### config.mk
export PLATFORM = sky130hd
export DESIGN_NAME = display_scanner
export DESIGN_NICKNAME = d
export VERILOG_FILES = /design/src/rtl/display_scanner.sv
export SDC_FILE = /design/constraint.sdc
export NUM_CORES = 1
export LEC_CHECK = 0
export ABC_AREA = 1
export CAP_MARGIN = 40
export CORE_MARGIN = 3
export CORE_UTILIZATION = 25
export DETAILED_ROUTE_END_ITERATION = 10
export PLACE_DENSITY_LB_ADDON = 0.05
export SLEW_MARGIN = 5
export SYNTH_ARGS = -nofsm -noshare
export SYNTH_HDL_FRONTEND = slang
export SYNTH_SLANG_ARGS = --single-unit
### constraint.sdc
create_clock -name clk -period 2 [get_ports clk]
set_input_delay 0.3 -clock clk [delete_from_list [all_inputs] [get_ports clk]]
set_output_delay 0.3 -clock clk [all_outputs]
set_load 0.02 [all_outputs]
### src/rtl/display_scanner.sv
// Time-multiplexed common-anode 7-segment scanner with per-slot guard interval,
// leading-zero blanking and dash display for non-BCD digit values.

package digito_pkg;
    typedef struct packed {
        logic [3:0] digito;
        logic       dp;
    } BCDnumber_t;
endpackage

module display_scanner #(
    parameter int unsigned DEC         = 4,
    parameter int unsigned REFRESH_DIV = 50000,
    parameter int unsigned GUARD_CYC   = 500,
    parameter int unsigned LEAD_BLANK  = 1
) (
    input  logic                                clk,
    input  logic                                rst,
    input  logic                                en,
    input  digito_pkg::BCDnumber_t [DEC-1:0]    digit,
    output logic [DEC-1:0]                      an,
    output logic [6:0]                          seg,
    output logic                                dp,
    output logic [$clog2(DEC)-1:0]              slot
);

    localparam int unsigned IDX_W = $clog2(DEC);
    localparam int unsigned CNT_W = $clog2(REFRESH_DIV);

    localparam logic [CNT_W-1:0] GUARD_END = CNT_W'(GUARD_CYC - 1);
    localparam logic [CNT_W-1:0] SLOT_END  = CNT_W'(REFRESH_DIV - 1);
    localparam logic [IDX_W-1:0] IDX_LAST  = IDX_W'(DEC - 1);
    localparam logic [DEC-1:0]   AN_OFF    = '1;
    localparam logic [6:0]       SEG_OFF   = 7'h7F;

    typedef enum logic {
        GUARD,
        SHOW
    } state_t;

    state_t             state, state_nxt;
    logic [CNT_W-1:0]   cnt, cnt_nxt;
    logic [IDX_W-1:0]   idx, idx_nxt;
    logic [DEC-1:0]     an_nxt;
    logic [6:0]         seg_nxt;
    logic               dp_nxt;

    digito_pkg::BCDnumber_t cur;
    logic                   higher_zero;
    logic                   blank;
    logic [6:0]             show_seg;
    logic [DEC-1:0]         an_lit;

    // Active-low gfedcba; anything outside 0..9 becomes a dash.
    function automatic logic [6:0] decode(input logic [3:0] v);
        logic [6:0] s;
        case (v)
            4'd0:    s = 7'h40;
            4'd1:    s = 7'h79;
            4'd2:    s = 7'h24;
            4'd3:    s = 7'h30;
            4'd4:    s = 7'h19;
            4'd5:    s = 7'h12;
            4'd6:    s = 7'h02;
            4'd7:    s = 7'h78;
            4'd8:    s = 7'h00;
            4'd9:    s = 7'h10;
            default: s = 7'h3F;
        endcase
        return s;
    endfunction

    // Digit decode for the current slot, including leading-zero suppression.
    always_comb begin
        cur         = digit[idx];
        higher_zero = 1'b1;
        for (int unsigned k = 0; k < DEC; k++) begin
            if ((k > 32'(idx)) && (digit[IDX_W'(k)].digito != 4'd0)) begin
                higher_zero = 1'b0;
            end
        end
        blank    = (LEAD_BLANK != 0) && (idx != '0) && (cur.digito == 4'd0) && higher_zero;
        show_seg = blank ? SEG_OFF : decode(cur.digito);
        an_lit   = en ? ~(DEC'(1) << idx) : AN_OFF;
    end

    // Next-state and registered-output logic.
    always_comb begin
        state_nxt = state;
        cnt_nxt   = (cnt == SLOT_END) ? '0 : cnt + CNT_W'(1);
        idx_nxt   = idx;
        an_nxt    = AN_OFF;
        seg_nxt   = SEG_OFF;
        dp_nxt    = 1'b1;

        case (state)
            GUARD: begin
                if (cnt == GUARD_END) begin
                    state_nxt = SHOW;
                    an_nxt    = an_lit;
                    seg_nxt   = show_seg;
                    dp_nxt    = ~cur.dp;
                end
            end
            SHOW: begin
                if (cnt == SLOT_END) begin
                    state_nxt = GUARD;
                    idx_nxt   = (idx == IDX_LAST) ? '0 : idx + IDX_W'(1);
                end else begin
                    an_nxt  = an_lit;
                    seg_nxt = seg;
                    dp_nxt  = dp;
                end
            end
            default: state_nxt = GUARD;
        endcase
    end

    always_ff @(posedge clk or negedge rst) begin
        if (!rst) begin
            state <= GUARD;
            cnt   <= '0;
            idx   <= '0;
            an    <= AN_OFF;
            seg   <= SEG_OFF;
            dp    <= 1'b1;
        end else begin
            state <= state_nxt;
            cnt   <= cnt_nxt;
            idx   <= idx_nxt;
            an    <= an_nxt;
            seg   <= seg_nxt;
            dp    <= dp_nxt;
        end
    end

    assign slot = idx;

endmodule

# ---- After elaboration in Yosys (flattened, before gate mapping)
# Memory sizes are Yosys's and may differ from the RTL's.
# Cells that the tools add are included.
dict set report totals {
  reg_bits 31
  rom_bits 112
  inputBits 23
  out_inout_bits 14
  elab_cells 53
  mem_count 1
}
dict set report op_classes {
  addsub 2
  order_cmp 4
  n_eq_ne 4
  n_shift 1
  mux 21
  bitwise 3
  reduce_logical 11
}
# name words width read_ports rd_ports_with_merged_regs write_ports line_no
set mem_list {}
lappend mem_list {{(name not given)} 16 7 1 0 0 57} ;# case (v)
# op count
set ops {}
lappend ops {{two-way mux 7 bit} 3}
lappend ops {{adder 16 x 1 -> 16 bit (second input constant)} 1}
lappend ops {{equality test 16 bit (second input constant)} 1}
lappend ops {{equality test 16 x 9 -> 1 bit (second input constant)} 1}
lappend ops {{two-way mux 16 bit} 1}
lappend ops {{one-hot mux 7 bit (2 select lines)} 1}
lappend ops {{two-way mux 4 bit} 3}
lappend ops {{nonzero test 4 bit} 3}
lappend ops {{binary-select mux 5 bit (select 2 bit)} 1}
lappend ops {{one-hot mux 4 bit (2 select lines)} 1}
lappend ops {{two-way mux 1 bit} 7}
lappend ops {{logical AND 1 bit} 5}
lappend ops {{two-way mux 5 bit} 1}
lappend ops {{greater-than comparator 2 bit (first input constant)} 2}
lappend ops {{zero test 4 bit} 1}
lappend ops {{NOT 4 bit} 1}
lappend ops {{one-hot mux 1 bit (2 select lines)} 2}
lappend ops {{left shift 1 x 2 -> 4 bit (first input constant)} 1}
lappend ops {{< comparator 2 x 3 -> 1 bit (second input constant)} 1}
lappend ops {{adder 2 x 1 -> 2 bit (second input constant)} 1}
lappend ops {{equality test 2 bit (second input constant)} 1}
lappend ops {{greater-than comparator 1 x 2 -> 1 bit (first input constant)} 1}
lappend ops {{two-way mux 2 bit} 1}
lappend ops {{!= test 2 x 1 -> 1 bit (second input constant)} 1}
lappend ops {{other kinds (3)} 4}

# ---- Depth between registers and ports, before layout
dict set report logic_depth {
  word_depth 9
  ltp_mapped 14
  mapped_depth_nobuf 13
}

# ---- Least setup slack after synthesis
# No wires, ideal clock.
dict set report synth_timing {
  path_type {register to register}
  start {register idx[1] (netlist: slot[1])}
  end {register seg[0]}
  setup_time_ps 76
  arrival_time_ps 1685
  t_required_ps 1924
  setup_slack_ps 240
  stages_incl_launch_ff 13
  path_buffers 0
  period_less_slack_ps 1760
  path_cell_list {dfrtp_1 inv_1 nand3_1 nand2_1 ha_1 inv_1 nor2_1 nand2_1 nor2_1 nand2_1 nand3_2 nor2_1 nor2_1}
}
dict set report synth_via {
  elab_chain_len 9
  word_cells_on_any_way 19
  classes_between {order compare: 3; mux: 8; reduce/logical: 7; memory: 1}
}
# element line_no
set synth_rtl {}
lappend synth_rtl {{start, declared} 43} ;# logic [IDX_W-1:0] idx, idx_nxt;
lappend synth_rtl {{start signal, assigned} 130} ;# idx <= idx_nxt;
lappend synth_rtl {{parallel branches: the longest is 6 deep, another holds memory (16 x 7 bit)} n/a}
lappend synth_rtl {{two-way mux 7 bit (*)} 83} ;# show_seg = blank ? SEG_OFF : decode(cur.digito);
lappend synth_rtl {{two-way mux 7 bit (*)} 98} ;# if (cnt == GUARD_END) begin
lappend synth_rtl {{one-hot mux 7 bit (2 select lines) (*)} 96} ;# case (state)
lappend synth_rtl {{end signal, assigned} 132} ;# seg <= seg_nxt;
lappend synth_rtl {{end, declared} 22} ;# output logic [6:0] seg,
# Mark *: on every way between the ends. The select of a mux whose other input is x is not followed.
# A chain may end at the register's enable or synchronous reset.

# ---- Worst setup path in the final report
dict set report layout_timing {
  start {register idx[0] (netlist: slot[0])}
  end {register seg[2]}
}
# The elaborated chain is that of the path after synthesis.

==> metrics.txt <==
status=finished clean; ranking of synthesized cells by area=dfrtp_1 (23%), dfstp_2 (16%), nand2_1 (12%); Hold-fix buffers, CTS=0; Buffers on Ports=36; clk_lat worst skew=0.28 ns; die height=96.0 microns; Root Driver=clkbuf_8; CTS sink cnt=31; DR iter-0 viols=50; TritonCTS clock tree=done; synth unique cells=30; Synth top area share=0.235; ant diodes=0; leakage power=1.21 nW; Seq/Total Area, Yosys=0.390; synthesized area=2030 sq um; Synth area leader=dfrtp_1; Worst Path Arrival=1.99 ns; Num CTS Buffers=5; Setup Fix Bufs, Post-CTS=0; CTS max path bufs=2; H-tree depth=2; FF+latch count, synth=31; CP startpoint kind=flop; Setup Skew=0.0115 ns; first-pass GRT wire length=8.57 mm; TritonRoute pass-1 iters=6; layout cells sized above 1=0.144; grt ovf=0; core box area=7810 sq um; routed wire length=4.96 mm; Pwr Density=461 nW/um^2; Worst Path Required=2.22 ns; Period minus WS final=1.78 ns; synthesized area per cell=7.47 sq um; P&R area growth vs syn=29.3%; Starting Density=0.259; nets=353; Clock transition at path regs=0.07 ns; GRT Total Usage=0.121; vias=1809; pins over their slew limit=0; FP Rows=32; # DRC=0; initial antenna violation count=0; VDD IR-drop max=0.000190 V; hpwl dp=4.00 mm; crit path kind=reg -> reg; Placed Area=2530 sq um; Routed Antenna Nets=0; worst hold-check path type=in -> async; largest net degree at the start of global routing=32; Placer Congestion=0.815; Worst-Margin Slew=0.458 ns; synthesized instance count=271; syn_nets=306; part of the cycle the worst path needs=0.888; fin area=2620 sq um; Fin. Hold Viols=0; Achievable Freq=563 MHz; max_slew headroom=0.692; total of max-cap violations=0; num ports=37; Die X=96.0 microns; overall die area=9220 sq um; vias in the first global route=1859; Synthesis Warnings=0; setup repair after global routing missed its margin=true; worst-path maximum fanout=8; final setup violation count=0; Wirelength per Cell=11.8 microns; vias per cell=4.30; Hold WS=0.419 ns; Worst setup EP type=flop
[synth_stat cells (all sizes together)]
| master | count |
|---|---|
| nand3 | 31 |
| o31ai | 1 |
| o21bai | 1 |
| a21oi | 9 |
| buf | 4 |
| inv | 33 |
| xor2 | 3 |
| nor2 | 53 |
| dfstp | 12 |
| o21ai | 7 |
| dfrtp | 19 |
| nand4 | 4 |
| nand3b | 1 |
| nor4 | 2 |
| a31oi | 1 |
| nand2 | 71 |
| nor3 | 4 |
| o22ai | 1 |
| xnor2 | 1 |
| or2 | 1 |
| ha | 12 |
[final timing paths]
kind	cells past startpoint	slack, ns	start	end
setup reg to reg	13	0.22	slot[0]	seg[2]
max in group asynchronous	2	1.24	rst	dp
hold reg to reg	1	0.49	cnt[0]	cnt[0]
hold / removal	2	0.42	rst	cnt[6]
setup / recovery	13	0.22	slot[0]	seg[2]
min in group clk	1	0.49	cnt[0]	cnt[0]
[layout make-up]
class | instances | area [sq um]
Inverter | 33 | 126
Clock buffer | 7 | 76.3
Fill cell | 878 | 5190
Multi-Input combinational cell | 203 | 1070
Timing Repair Buffer | 44 | 420
Tap cell | 102 | 128
Sequential cell | 31 | 791
Clock inverter | 1 | 5.00
[metrics by stage]
stage / power, mW / cells / util / setup TNS, ns / worst slack, ns
finish: 1.21 / 421 / 0.335 / 0 / 0.224
global placement: 0.750 / 413 / 0.325 / 0 / 0.0566
detailed placement: 0.748 / 413 / 0.325 / 0 / 0.0366
CTS: 1.23 / 421 / 0.335 / 0 / 0.204
global route: 1.28 / 421 / 0.335 / -0.00384 / -0.00384
floorplan: 0.678 / 271 / - / 0 / 0.240
[sequential cells by signal, summed over array words and instances, names as in the netlist]
| name | cells |
|---|---|
| seg | 7 |
| dp | 1 |
| an | 4 |
| cnt | 16 |
| state | 1 |
| slot | 2 |
[routing by layer]
layer | vias up | routed length (microns) | share of wire | track usage
li1 | 953 | - | - | -
met1 | 796 | 2240 | 0.45 | 0.149
met2 | 50 | 2380 | 0.48 | 0.202
met3 | 10 | 196 | 0.040 | 0.0266
met4 | 0 | 138 | 0.028 | 0.0509
met5 | - | 0 | 0 | 0
[worst max-delay path, stage by stage, from the launching register on]
cell and delay [ns]:
dfrtp_1 0.43, buf_4 0.18, nand2_1 0.06, nand3_1 0.09, nand2_1 0.16, ha_1 0.17, inv_1 0.05, nor2_1 0.08
nand2_1 0.05, nor2_1 0.10, nand2_1 0.09, nand3_2 0.11, nor2_1 0.06, nor2_1 0.08
[placed cells by master, fill, tap and decap left out]
cell type        count
a31oi_1              1
ha_1                12
a21oi_1              9
nor2_4               2
dfrtp_1             19
xor2_1               3
buf_4                8
clkdlybuf4s50_1     36
o31ai_4              1
nor2_1              49
dfstp_2             12
nor3_1               3
nor3_4               1
xnor2_1              1
nand2_1             64
nand3_1             27
nor2_2               2
clkbuf_8             5
nor4_1               2
o21ai_1              2
clkinv_2             1
inv_2                1
nand2_4              1
clkbuf_1             2
or2_2                1
o21ai_0              5
nand3b_1             1
nand2_2              6
inv_1               31
inv_4                1
o22ai_1              1
o21bai_1             1
nand4_1              4
nand3_2              4
[cell families after synthesis]
| group | count (synthesis) | synth area share |
|---|---|---|
| flip-flops | 31 | 0.390 |
| buffers and inverters | 37 | 0.0803 |
| AO/OA/AOI/OAI | 20 | 0.0599 |
| AND/OR/NAND/NOR | 167 | 0.378 |
| adder cells (fa/ha/maj) | 12 | 0.0741 |
| XOR/XNOR | 4 | 0.0173 |
[where the power goes]
part           internal (mW)  total, mW  switching [mW]
logic                 0.0560      0.106          0.0504
clock network          0.244      0.472           0.228
registers              0.628      0.628               0
[repair_timing]
item,4_1_cts,5_1_grt
endpoints found under the setup margin,0,3
gates resized for setup,0,1
endpoints found under the hold margin,0,0
Power figures use the tool's default switching activity.
